**src/rtl/pipeline_control.sv**
```systemverilog
// pipeline_control: Y86-64 hazard stall/bubble generator and INIT/RUN/DRAIN/HALTED sequencer.
// Controls are combinational from inputs and state; PIPE_CTRL_PERF_EN builds the perf counters.
module pipeline_control #(
   parameter int INIT_CYCLES = 4
) (
   input  logic        clk,
   input  logic        rst_n,
   input  logic [3:0]  D_icode,
   input  logic [3:0]  d_srcA,
   input  logic [3:0]  d_srcB,
   input  logic [3:0]  E_icode,
   input  logic [3:0]  E_destM,
   input  logic        e_Cnd,
   input  logic [3:0]  M_icode,
   input  logic [2:0]  m_stat,
   input  logic [2:0]  W_stat,
   output logic        F_stall,
   output logic        D_stall,
   output logic        W_stall,
   output logic        D_bubble,
   output logic        E_bubble,
   output logic        M_bubble,
   output logic        halted,
   output logic [1:0]  run_state,
   output logic [31:0] perf_cycles,
   output logic [31:0] perf_stalls,
   output logic [31:0] perf_mispred,
   output logic [31:0] perf_rets
);
   localparam logic [3:0] IRET      = 4'h9;
   localparam logic [3:0] IJXX      = 4'h7;
   localparam logic [3:0] IMRMOVQ   = 4'h5;
   localparam logic [3:0] IPOPQ     = 4'hB;
   localparam logic [3:0] RNONE     = 4'hF;
   localparam logic [2:0] SAOK      = 3'd1;
   localparam logic [3:0] INIT_LAST = 4'(INIT_CYCLES - 1);

   typedef enum logic [1:0] {
      ST_INIT   = 2'd0,
      ST_RUN    = 2'd1,
      ST_DRAIN  = 2'd2,
      ST_HALTED = 2'd3
   } state_e;

   state_e     state_q;
   logic [3:0] init_cnt_q;

   logic load_use, mispred, ret_any, m_exc, w_exc;

   assign load_use = ((E_icode == IMRMOVQ) || (E_icode == IPOPQ)) && (E_destM != RNONE) &&
                     ((E_destM == d_srcA) || (E_destM == d_srcB));
   assign mispred  = (E_icode == IJXX) && !e_Cnd;
   assign ret_any  = (D_icode == IRET) || (E_icode == IRET) || (M_icode == IRET);
   assign m_exc    = (m_stat != SAOK);
   assign w_exc    = (W_stat != SAOK);

   always_ff @(posedge clk or negedge rst_n) begin
      if (!rst_n) begin
         state_q    <= ST_INIT;
         init_cnt_q <= 4'd0;
      end else begin
         unique case (state_q)
            ST_INIT: begin
               if (init_cnt_q == INIT_LAST) state_q <= ST_RUN;
               else                         init_cnt_q <= init_cnt_q + 4'd1;
            end
            // A write-back exception outranks a newer memory-stage one.
            ST_RUN: begin
               if (w_exc)      state_q <= ST_HALTED;
               else if (m_exc) state_q <= ST_DRAIN;
            end
            ST_DRAIN: begin
               if (w_exc) state_q <= ST_HALTED;
            end
            ST_HALTED: state_q <= ST_HALTED;
            default:   state_q <= ST_INIT;
         endcase
      end
   end

   always_comb begin
      F_stall  = 1'b0;
      D_stall  = 1'b0;
      W_stall  = 1'b0;
      D_bubble = 1'b0;
      E_bubble = 1'b0;
      M_bubble = 1'b0;
      unique case (state_q)
         ST_INIT: begin
            F_stall  = 1'b1;
            D_bubble = 1'b1;
            E_bubble = 1'b1;
            M_bubble = 1'b1;
         end
         ST_RUN, ST_DRAIN: begin
            F_stall  = load_use || ret_any;
            D_stall  = load_use;
            D_bubble = (mispred || (ret_any && !load_use)) && !load_use;
            E_bubble = mispred || load_use;
            M_bubble = m_exc || w_exc;
            W_stall  = w_exc;
         end
         ST_HALTED: begin
            F_stall  = 1'b1;
            D_stall  = 1'b1;
            W_stall  = 1'b1;
            E_bubble = 1'b1;
            M_bubble = 1'b1;
         end
         default: ;
      endcase
   end

   assign halted    = (state_q == ST_HALTED);
   assign run_state = state_q;

`ifdef PIPE_CTRL_PERF_EN
   logic [31:0] perf_cycles_q, perf_stalls_q, perf_mispred_q, perf_rets_q;
   logic        active;

   assign active = (state_q == ST_RUN) || (state_q == ST_DRAIN);

   always_ff @(posedge clk or negedge rst_n) begin
      if (!rst_n) begin
         perf_cycles_q  <= 32'd0;
         perf_stalls_q  <= 32'd0;
         perf_mispred_q <= 32'd0;
         perf_rets_q    <= 32'd0;
      end else if (active) begin
         perf_cycles_q <= perf_cycles_q + 32'd1;
         if (F_stall)           perf_stalls_q  <= perf_stalls_q + 32'd1;
         if (mispred)           perf_mispred_q <= perf_mispred_q + 32'd1;
         if (D_icode == IRET)   perf_rets_q    <= perf_rets_q + 32'd1;
      end
   end

   assign perf_cycles  = perf_cycles_q;
   assign perf_stalls  = perf_stalls_q;
   assign perf_mispred = perf_mispred_q;
   assign perf_rets    = perf_rets_q;
`else
   assign perf_cycles  = 32'd0;
   assign perf_stalls  = 32'd0;
   assign perf_mispred = 32'd0;
   assign perf_rets    = 32'd0;
`endif

endmodule

```
**config.mk**
```make
export PLATFORM = sky130hd
export DESIGN_NAME = pipeline_control
export DESIGN_NICKNAME = d
export VERILOG_FILES = /design/src/rtl/pipeline_control.sv
export SDC_FILE = /design/constraint.sdc
export NUM_CORES = 1
export LEC_CHECK = 0
export ABC_CLOCK_PERIOD_IN_PS = 1200
export CORE_ASPECT_RATIO = 1.4
export CORE_MARGIN = 5
export CORE_UTILIZATION = 25
export DETAILED_ROUTE_END_ITERATION = 12
export DONT_BUFFER_PORTS = 1
export PLACE_DENSITY = 0.49
export SYNTH_ARGS = -nofsm -noshare
export SYNTH_HDL_FRONTEND = slang
export SYNTH_SLANG_ARGS = --single-unit
```
**constraint.sdc**
```tcl
create_clock -name clk -period 1.2 [get_ports clk]
set_clock_uncertainty 0.05 [all_clocks]
set_input_delay 0.06 -clock clk [delete_from_list [all_inputs] [get_ports clk]]
set_output_delay 0.06 -clock clk [all_outputs]
set_load 0.02 [all_outputs]
```
Yosys cells after proc, flatten, opt, wreduce, memory -nomap -nowiden
Cells that the tools add are included.
{ "op_classes": {"n_lt_le_gt_ge": 0, "muxes": 11, "shifts": 0, "reduce_logical": 20, "bitwise": 1, "multipliers": 0, "div_mod_pow": 0, "add_sub_neg": 1, "n_eq_ne": 18} }
{ "op_table": {"columns": ["operator", "n"], "rows": [
  ["$eq A4 B4 Y1 const B", 4],
  ["$pmux W1 S2", 6],
  ["$eq A4 B3 Y1 const B", 2],
  ["$eq A4 B4 Y1", 2],
  ["$logic_or A1 B1 Y1", 8],
  ["$mux W2", 4],
  ["$pmux W2 S4", 1],
  ["$ne A3 B1 Y1 const B", 2],
  ["$logic_and A1 B1 Y1", 5],
  ["$add A4 B1 Y4 const B", 1],
  ["$eq A2 B2 Y1 const B", 2],
  ["$eq A4 B2 Y1 const B", 1],
  ["$ne A2 B2 Y1 const B", 2],
  ["$ne A4 B4 Y1 const B", 1],
  ["$reduce_or A2 Y1", 2],
  ["$ne A3 B3 Y1 const B", 1],
  ["$reduce_and A3 Y1", 1],
  ["$eq A2 B1 Y1 const B", 1],
  ["$logic_not A1 Y1", 2],
  ["$logic_not A2 Y1", 1],
  ["$reduce_and A2 Y1", 1],
  ["$not A1 Y1", 1]
]} }
{ "totals": {"in_bits": 33, "ramBits": 0, "mem_bits_ro": 0, "n_memories": 0, "latchBits": 0, "register_bits": 6, "output_inout_bits": 137, "word_cells": 53} }

Depth between registers and ports, before layout
Gate-level depths: netlist of run 1.
{ "logic_depth": {"word_depth": 9, "ltp_mapped": 5, "ltp_nobuf": 5} }

Worst setup path before layout of run 1
Ideal clock, no wire load.
{ "synth_path": {"kind": "flip-flop to flip-flop", "startpoint": "register state_q[0] (netlist: run_state[0])", "endpoint": "register init_cnt_q[1]", "arrival_ps": 1301, "path_slack_ps": -276, "n_path_buf": 0, "setup_ps": 125, "synth_period_minus_slack_ps": 1476, "path_stages_with_launch": 5, "t_required_ps": 1025, "cell_sequence": "dfrtp_1 inv_1 ha_1 o31ai_2 mux2_2"} }
{ "synth_between": {"elab_chain_cells": 2} }
{ "synth_lines": {"columns": ["element", "line", "text"], "rows": [
  ["from (decl)", "45", "state_e state_q;"],
  ["from (signal assigned)", "59", "state_q <= ST_INIT;"],
  ["from (signal assigned)", "64", "if (init_cnt_q == INIT_LAST) state_q <= ST_RUN;"],
  ["from (signal assigned)", "69", "if (w_exc) state_q <= ST_HALTED;"],
  ["$logic_not A2 Y1", "62", "unique case (state_q)"],
  ["$reduce_and A2 Y1 (no line)", null, null],
  ["to (signal assigned)", "65", "else init_cnt_q <= init_cnt_q + 4'd1;"],
  ["to (decl)", "46", "logic [3:0] init_cnt_q;"]
]} }
Every way passes these cells.
A chain may end at the register's enable or synchronous reset.

Worst setup path after layout of run 1
{ "layout_path": {"startpoint": "register state_q[0] (netlist: run_state[0])", "endpoint": "output port D_bubble"} }
{ "layout_between": {"elab_chain_cells": 3, "elab_cells_between_ends": 5, "classes_between": "2 x eq/ne; 1 x mux; 2 x reduce/logical"} }
{ "layout_lines": {"columns": ["element", "line", "text"], "rows": [
  ["$eq A2 B1 Y1 or $eq A2 B2 Y1 (tied branches)", "88", "unique case (state_q)"],
  ["$reduce_or A2 Y1", "88", null],
  ["$pmux W1 S2 (*)", "88", null],
  ["to (decl)", "20", "output logic D_bubble,"]
]} }
Every way passes the cells marked *; elsewhere a longest branch is shown, timed or not.

==> key figures, run 1 <==
Final layout
  • Most common cell after layout, fill and taps aside: conb_1
  • Final Core Density: 0.255
  • Most frequent cells in the layout: 128 x conb_1, 20 x buf_4, 8 x xor2_1
  • Share of layout cells above drive strength 1: 0.243
  • Ant diodes: 0
  • Area delta synth->final: 0.159%
  • Layout net count: 262

Power and ir drop
  • Peak VDD IR: 0.332 mV
  • Pwr per Cell Area: 596 nW/um^2
  • P_leak: 0.000848 uW

Routing
  • Drt initial violations: 9
  • Vias: 925
  • Routed vias/inst: 3.15
  • Routed Antenna Nets: 0
  • DR DRC count: 0
  • Total Routed Length: 3270 um
  • Drt wl/cell: 11.1 um
  • Pre-antenna DRT Iters: 3

Critical path
  • Reg2reg setup slack: -170 ps
  • CP Max Fanout: 3
  • CP max stage cell: dfrtp_2
  • Critical path cell sequence: inv_4, ha_4, nand2_2, a21oi_2, a22o_1, buf_6
  • Worst path buffer plus inverter count: 2
  • Delay-heaviest family, CP: flip-flops
  • CP max stage delay: 420 ps
  • Crit path DAT: 1400 ps
  • Setup crit start kind: flip-flop
  • Critical path required time: 1090 ps
  • Critical path class: reg2out
  • Critical path capture point type: output pin

Synth
  • Post-Synthesis Cells: 193
  • Seq/Total Area, Yosys: 0.0955
  • Syn avg cell area: 8.15 sq um
  • Synthesized cell area: 1570 sq um
  • Ranking of synthesized cells by area: buf_4 61%, dfrtp_1 9.5%, ha_1 4.8%, xor2_1 4.5%, nor4bb_1 1.9%
  • Post-synth top area share: 0.611
  • Yosys warning total: 0
  • Yosys top cell by area: buf_4
  • Unique masters post-synth: 29
  • Synthesized flop and latch total: 6

STA
  • Final Max Slew Viols: 0
  • Final hold violation count: 0
  • Post-route clock period utilization: 1.26
  • RSZ-0062 raised after global routing: yes
  • Final worst setup slack: -310 ps
  • Final hold slack: 93.0 ps
  • Finish-stage setup viols: 10
  • Fmax: 662 MHz
  • Min cycle time layout: 1510 ps

Placement
  • Port Buffer Count: 0
  • Hpwl dp: 2860 um
  • Routability cong.: 0.683

CTS
  • Cts bufs inserted: 3
  • Clock Tree Buf Depth: 2
  • CTS tree: yes
  • Clk pin slew, worst setup/hold paths: 40 ps
  • Htree depth: 1
  • Clk sinks: 6
  • Worst skew pair latency: 220 ps
  • Root Buffer: clkbuf_8

Run status
  • Status: complete, but fails checks
  • Failing checks: negative setup slack

Floorplanning
  • Effective utilization at floorplan: 0.255
  • Die X: 77.0 um
  • Core ar.: 6170 sq um
  • Die height: 104 um
  • # IOs: 170
  • Die ar.: 8000 sq um
  • Num rows: 34

Global routing
  • GRT Overall Usage: 0.0675
  • Gr ovfl total: 0
  • Largest net degree at the start of global routing: 7
  • Antenna violations before repair: 0
  • Vias in the first global route: 808
  • Global-route wire length before repair: 4370 um

Min path
  • HP Class: in2async

Run
  • Number of max-cap violations: 0
## final timing paths
check	end	cells past startpoint	from
max	D_bubble	6	run_state[0]
max reg2reg	run_state[0]	6	run_state[0]
max in group asynchronous	run_state[0]	1	rst_n
min in group clk	run_state[0]	3	W_stat[2]
min	init_cnt_q[1]	1	rst_n
min reg2reg	init_cnt_q[1]	2	init_cnt_q[1]
## registers in the layout (all words and copies together), names as in the netlist
signal and cells:
run_state 2, init_cnt_q 4
## through the flow
stage / worst slack (ps) / power [uW] / std cells / TNS, ps / area, sq um
floorplan: -140 / 917 / 320 / -579 / 2080
global placement: -197 / 606 / 281 / -775 / 1340
detailed placement: -213 / 606 / 281 / -799 / 1340
CTS: -344 / 934 / 292 / -1920 / 1510
global route: -377 / 992 / 294 / -2620 / 1580
finish: -310 / 938 / 294 / -1970 / 1580
## final cells by class
cell class	instances	area, sq um
Fill cell	697	4590
Multi-Input combinational cell	181	1050
Timing Repair Buffer	26	216
Sequential cell	6	153
Tap cell	72	90.1
Clock buffer	4	45.0
Inverter	5	23.8
## worst register-to-register path, stage by stage (launching register included)
cell and delay [ps]:
dfrtp_2 420, inv_4 60, buf_4 140, ha_4 160, buf_4 130, a2111oi_4 170, mux2i_1 110
## cells by family after synthesis
| kind of cell | after synthesis | synth area share |
|---|---|---|
| buffers and inverters | 133 | 0.623 |
| AOI/OAI and AO/OA | 11 | 0.0557 |
| adders and majority gates | 6 | 0.0477 |
| other | 1 | 0.00238 |
| xor gates and xnor gates | 10 | 0.0557 |
| muxes | 3 | 0.0199 |
| DFF | 6 | 0.0955 |
| and+or+nand+nor | 23 | 0.100 |
## what timing repair did
action | in CTS | in global routing
pin swaps | 4 | 3
gates cloned | 0 | 0
gates resized for setup | 17 | 9
buffers inserted | 6 | 2
endpoints found under the setup margin | 11 | 11
hold buffers | 1 | 0
endpoints found under the hold margin | 6 | 0
## layer usage
metal / global-route usage / wire, um / vias to the layer above
met5: 0 / 0 / -
met1: 0.0544 / 867 / 396
met3: 0.0321 / 629 / 2
li1: - / - / 423
met2: 0.138 / 1760 / 104
met4: 0.0184 / 12 / 0
## cell usage after synthesis
| master | instances |
|---|---|
| a2111oi_2 | 1 |
| a21oi_1 | 3 |
| a22o_1 | 1 |
| buf_4 | 128 |
| conb_1 | 1 |
| dfrtp_1 | 6 |
| ha_1 | 6 |
| inv_1 | 5 |
| mux2_2 | 1 |
| mux2i_1 | 2 |
| nand2_1 | 4 |
| nand2b_1 | 3 |
| nand3_1 | 3 |
| nand3b_1 | 1 |
| nand4_1 | 2 |
| nor2_1 | 1 |
| nor3_1 | 1 |
| nor3b_1 | 1 |
| nor4_2 | 2 |
| nor4bb_1 | 3 |
| o2111ai_2 | 1 |
| o21ai_0 | 2 |
| o21ai_1 | 1 |
| o22ai_1 | 1 |
| o31ai_2 | 1 |
| or3_1 | 1 |
| or3b_4 | 1 |
| xnor2_1 | 2 |
| xor2_1 | 8 |
## where the power goes
part / switching, uW / total (uW) / internal, uW / leakage [uW]
sequential: 0 / 203 / 203 / 0.0000728
clock: 82.9 / 311 / 228 / 0.0000228
combinational: 392 / 424 / 31.5 / 0.000753
No activity file was read; power rests on OpenSTA's default activity.
==> run 2, diff against run 1 <==
--- a/config.mk
+++ b/config.mk
@@ -6,7 +6,7 @@
 export NUM_CORES = 1
 export LEC_CHECK = 0
 export ABC_CLOCK_PERIOD_IN_PS = 1200
-export CORE_ASPECT_RATIO = 1.4
+export CORE_ASPECT_RATIO = 1.5
 export CORE_MARGIN = 5
 export CORE_UTILIZATION = 25
 export DETAILED_ROUTE_END_ITERATION = 12
==> key figures, run 2 (synthesis results as in run 1) <==
Critical path
  • Critical path required time: 1090 ps (about the same)
  • Reg2reg setup slack: -230 ps (-60 ps)
  • CP Max Fanout: 4 (+1)
  • Critical path capture point type: output pin
  • Critical path class: reg2out
  • R2r endpoint: run_state[0]
  • R2R cell count: 6 (unchanged)
  • Setup crit start kind: flip-flop
  • Reg-to-reg startpoint: run_state[0]
  • Crit path DAT: 1370 ps (-30 ps)

CTS
  • Clk sinks: 6 (unchanged)
  • Clk pin slew, worst setup/hold paths: 40 ps (about the same)
  • CTS tree: yes
  • Worst skew pair latency: 220 ps (about the same)
  • Clock Tree Buf Depth: 2 (unchanged)
  • Cts bufs inserted: 3 (unchanged)
  • Root Buffer: clkbuf_8
  • Htree depth: 1 (unchanged)

Floorplanning
  • Die height: 107 um (+3.2%)
  • # IOs: 170 (unchanged)
  • Die ar.: 8010 sq um (+0.12%)
  • Die X: 74.8 um (-3.0%)
  • Effective utilization at floorplan: 0.257 (+0.00156)
  • Num rows: 35 (+2.9%)
  • Core ar.: 6130 sq um (-0.61%)

STA
  • Finish-stage setup viols: 11 (+1)
  • Final worst setup slack: -279 ps (+30.5 ps)
  • RSZ-0062 raised after global routing: yes
  • Final hold violation count: 0 (unchanged)
  • Final Max Slew Viols: 0 (unchanged)
  • Post-route clock period utilization: 1.23 (-0.0255)
  • Min cycle time layout: 1480 ps (-30.5 ps)
  • Fmax: 676 MHz (+2.1%)

Placement
  • Dpl ws: -187 ps (+26.3 ps)
  • Port Buffer Count: 0 (unchanged)
  • Hpwl dp: 2810 um (-1.8%)
  • Routability cong.: 0.693 (+1.6%)

Global routing
  • Vias in the first global route: 815 (+0.87%)
  • Gr ovfl total: 0 (unchanged)
  • GRT Overall Usage: 0.0595 (-0.00799)
  • Largest net degree at the start of global routing: 7 (unchanged)
  • Antenna violations before repair: 0 (unchanged)
  • Global-route wire length before repair: 3710 um (-15%)

Run
  • Number of max-cap violations: 0 (unchanged)

Final layout
  • Fill cells: 676 (-3.0%)
  • Ant diodes: 0 (unchanged)
  • Most frequent cells in the layout: 128 x conb_1, 22 x buf_4, 8 x xor2_1, 8 x buf_6
  • Area delta synth->final: 6.21%
  • Top reg by flops: init_cnt_q
  • Share of layout cells above drive strength 1: 0.278 (+0.0343)
  • Largest register FFs: 4 (unchanged)
  • Layout net count: 267 (+1.9%)
  • Most common cell after layout, fill and taps aside: conb_1

Routing
  • Drt wl/cell: 10.6 um (-4.3%)
  • Total Routed Length: 3200 um (-2.0%)
  • Pre-antenna DRT Iters: 4 (+1)
  • Vias: 956 (+3.4%)
  • DR DRC count: 0 (unchanged)
  • Routed vias/inst: 3.18 (+0.95%)
  • Drt initial violations: 6 (-3)
  • Routed Antenna Nets: 0 (unchanged)

Run status
  • Status: complete, but fails checks
  • Failing checks: negative setup slack

Power and ir drop
  • P_leak: 0.000875 uW (+3.2%)
  • Pwr per Cell Area: 568 nW/um^2 (-4.7%)
  • Peak VDD IR: 0.398 mV (+20%)
  • Final Power: 949 uW (+1.1%)

Min path
  • HP Class: in2async
-- run 2: cell types whose count changed in the layout (fill, tap and decap cells not counted), moves of 2 or more --
cell / delta
buf_4: +2
buf_6: +3
nand3_1: -2
nand3_4: +2
-- run 2: critical path: stages (launching register included) --
cell	delay (ps)
dfrtp_2	440
inv_4	110
ha_4	220
nand2_2	60
a21oi_2	40
a22o_4	270
-- run 2: how the worst max path moves through the flow --
| stage | slack (ps) | end | start |
|---|---|---|---|
| 2_1_floorplan | -140 | run_state[0] | run_state[1] |
| 3_3_place_gp | -200 | run_state[0] | run_state[1] |
| 3_5_place_dp | -190 | run_state[0] | run_state[1] |
| 4_1_cts | -280 | D_bubble | run_state[0] |
| 5_1_grt | -310 | D_bubble | run_state[0] |
| 6_report | -280 | D_bubble | run_state[0] |
-- run 2: layer usage --
metal  track usage  up-vias  part of all wire
met2         0.123       98              0.55
li1              -      433                 -
met5             0        -                 0
met4        0.0115        0            0.0047
met1        0.0550      423              0.28
met3        0.0159        2              0.17
-- run 2: what timing repair did --
item                                   CTS  global route
pin swaps                                7             5
gates resized for setup                 27            10
setup buffers                            8             4
cloned                                   0             0
hold buffers                             1             0
endpoints found under the hold margin    6             0
setup endpoints to repair               13            13
-- run 2: area by class of cell --
type                    count  area (sq um)  share of cell area
flip-flops and latches      6           153              0.0914
repair buffers             31           265               0.159
inverters                   5          23.8              0.0142
well taps                  74          92.6              0.0554
clock buffers               4          45.0              0.0270
multi-input cells         181          1090               0.653
-- run 2: stage by stage --
stage / setup TNS (ps) / instance area, sq um / utilization / cells / hold slack, ps
floorplan: -579 / 2080 / - / 320 / -286
global placement: -721 / 1350 / 0.220 / 284 / -285
detailed placement: -792 / 1350 / 0.220 / 284 / -285
CTS: -2000 / 1610 / 0.263 / 297 / 114
global route: -2700 / 1670 / 0.272 / 301 / 132
finish: -2140 / 1670 / 0.272 / 301 / 105
-- run 2: where the power goes --
group	leakage (uW)	internal (uW)	total, uW	switching (uW)
sequential	0.0000728	203	203	0
combinational	0.000780	32.7	429	397
clock	0.0000228	229	316	87.3
total	0.000875	465	949	484
==> run 3, diff against run 2 <==
--- a/config.mk
+++ b/config.mk
@@ -5,13 +5,13 @@
 export SDC_FILE = /design/constraint.sdc
 export NUM_CORES = 1
 export LEC_CHECK = 0
-export ABC_CLOCK_PERIOD_IN_PS = 1200
+export ABC_CLOCK_PERIOD_IN_PS = 1600
 export CORE_ASPECT_RATIO = 1.5
 export CORE_MARGIN = 5
 export CORE_UTILIZATION = 25
 export DETAILED_ROUTE_END_ITERATION = 12
 export DONT_BUFFER_PORTS = 1
-export PLACE_DENSITY = 0.49
+export PLACE_DENSITY = 0.47
 export SYNTH_ARGS = -nofsm -noshare
 export SYNTH_HDL_FRONTEND = slang
 export SYNTH_SLANG_ARGS = --single-unit
==> constraint.sdc (replaced) <==
create_clock -name clk -period 1.6 [get_ports clk]
set_clock_uncertainty 0.05 [all_clocks]
set_input_delay 0.08 -clock clk [delete_from_list [all_inputs] [get_ports clk]]
set_output_delay 0.08 -clock clk [all_outputs]
set_load 0.02 [all_outputs]
==> key figures, run 3 (synthesis results as in run 1) <==
Run status
  • Status: completed

Power and ir drop
  • Psw: 360 uW (-26%)
  • P_leak: 0.000735 uW (-16%)
  • Combinational Power Share: 0.450 (-0.003)
  • Final Power: 696 uW (-27%)
  • Switch share: 0.517 (+0.00686)
  • Sequential power share: 0.219 (+0.005)
  • Internal Power: 336 uW (-28%)
  • Peak VDD IR: 0.170 mV (-57%)
  • Clock share of power: 0.331 (-0.002)
  • Pwr per Cell Area: 519 nW/um^2 (-8.6%)

CTS
  • Worst skew pair latency: 230 ps (about the same)
  • Clk pin slew, worst setup/hold paths: 40 ps (about the same)
  • Clk sinks: 6 (unchanged)
  • Htree depth: 1 (unchanged)
  • Root Buffer: clkbuf_8
  • CTS tree: yes
  • Clock Tree Buf Depth: 2 (unchanged)
  • Cts bufs inserted: 3 (unchanged)

Routing
  • Routed vias/inst: 3.09 (-2.6%)
  • Total Routed Length: 3020 um (-5.8%)
  • Drt initial violations: 4 (-2)
  • Vias: 863 (-9.7%)
  • Drt wl/cell: 10.8 um (+1.6%)
  • DR DRC count: 0 (unchanged)
  • Routed Antenna Nets: 0 (unchanged)
  • Pre-antenna DRT Iters: 2 (-2)

Final layout
  • Area delta synth->final: -14.7%
  • Most frequent cells in the layout: 128 x conb_1, 9 x buf_4, 8 x xor2_1
  • Ant diodes: 0 (unchanged)
  • Top reg by flops: init_cnt_q
  • Share of layout cells above drive strength 1: 0.132 (-0.146)
  • Largest register FFs: 4 (unchanged)
  • Finished Layout Cells: 279 (-7.3%)
  • Most common cell after layout, fill and taps aside: conb_1
  • Layout net count: 246 (-7.9%)

Floorplanning
  • Core ar.: 6130 sq um (unchanged)
  • Die ar.: 8010 sq um (unchanged)
  • Die X: 74.8 um (unchanged)
  • Die height: 107 um (unchanged)
  • Num rows: 35 (unchanged)
  • Effective utilization at floorplan: 0.257 (unchanged)
  • # IOs: 170 (unchanged)

Critical path
  • R2r endpoint: init_cnt_q[1]
  • Reg2reg setup slack: 170 ps (+400 ps)
  • Setup crit start kind: flip-flop
  • Crit path DAT: 1390 ps (+20 ps)
  • Reg-to-reg startpoint: init_cnt_q[0]
  • Critical path class: reg2out
  • R2R cell count: 4 (-2)
  • Critical path capture point type: output pin
  • CP Max Fanout: 5 (+1)
  • Critical path required time: 1470 ps (+380 ps)

STA
  • Final Max Slew Viols: 0 (unchanged)
  • Post-route clock period utilization: 0.950
  • Fmax: 658 MHz
  • RSZ-0062 raised after global routing: no
  • Setup TNS: 0 ps (+2140 ps)
  • Final hold violation count: 0 (unchanged)
  • Finish-stage setup viols: 0 (-11)
  • Min cycle time layout: 1520 ps
  • Final worst setup slack: 79.2 ps (+358 ps)

Global routing
  • Largest net degree at the start of global routing: 7 (unchanged)
  • Routing usage on met3: 0.0328 (+0.0169)
  • Global-route wire length before repair: 3480 um (-6.2%)
  • GRT Overall Usage: 0.0594 (-0.000187)
  • Gr ovfl total: 0 (unchanged)
  • Vias in the first global route: 739 (-9.3%)
  • GR peak layer: met2
  • Met2 usage: 0.112 (-0.0107)
  • M1 GR Usage: 0.0505 (-0.00454)
  • Antenna violations before repair: 0 (unchanged)

Placement
  • Routability cong.: 0.702 (+1.3%)
  • Placed cells: 273 (-3.9%)
  • Hpwl dp: 2800 um (-0.27%)
  • Dpl ws: 78.3 ps (+265 ps)
  • Port Buffer Count: 0 (unchanged)

Min path
  • HP Class: in2async

Run
  • Number of max-cap violations: 0 (unchanged)
[run 3: routing by layer]
layer | wire [um] | part of all wire | vias up
met5 | 0 | 0 | -
met4 | 36 | 0.012 | 0
met3 | 688 | 0.23 | 5
met2 | 1590 | 0.53 | 99
met1 | 702 | 0.23 | 372
li1 | - | - | 387
[run 3: final cells by class]
cell class	instances	area (sq um)
fill	701	4790
multi-input combinational	181	961
sequential	6	150
tap	74	92.6
timing repair buffer	10	77.6
clock buffer	3	41.3
inverter	5	18.8
[run 3: per-stage QoR]
| step | area [sq um] | hold slack (ps) | util |
|---|---|---|---|
| 2_1_floorplan | 2050 | -266 | - |
| 3_3_place_gp | 1230 | -265 | 0.201 |
| 3_5_place_dp | 1230 | -265 | 0.201 |
| 4_1_cts | 1300 | 133 | 0.213 |
| 5_1_grt | 1340 | 151 | 0.219 |
| 6_report | 1340 | 119 | 0.219 |
[run 3: worst max path at each step]
stage / startpoint / to / depth (start not counted)
5_1_grt: run_state[1] / W_stall / 5
3_3_place_gp: init_cnt_q[0] / init_cnt_q[1] / 4
6_report: run_state[0] / D_stall / 5
4_1_cts: run_state[0] / W_stall / 5
3_5_place_dp: run_state[0] / D_bubble / 5
2_1_floorplan: run_state[0] / D_stall / 4
[run 3: critical path, cell delays in order, from the launching register on]
cell,delay [ps]
dfrtp_1,400
inv_2,90
ha_2,230
nand2b_1,140
o22ai_1,120
buf_4,180
[run 3: power by group through the flow]
stage                     Clock (uW)  Sequential [uW]  Combinational (uW)
after floorplan                    0              155                 533
after global placement             0              155                 297
after detailed placement           0              155                 297
after CTS                        233              153                 302
after global routing             243              153                 336
final                            230              153                 313
[run 3: repair_timing]
action / CTS / global route
pin swaps: 1 / 2
endpoints found under the setup margin: 3 / 5
gates cloned: 0 / 0
hold buffers: 1 / 0
resized for setup: 6 / 4
hold endpoints to repair: 6 / 0
setup buffers: 0 / 2
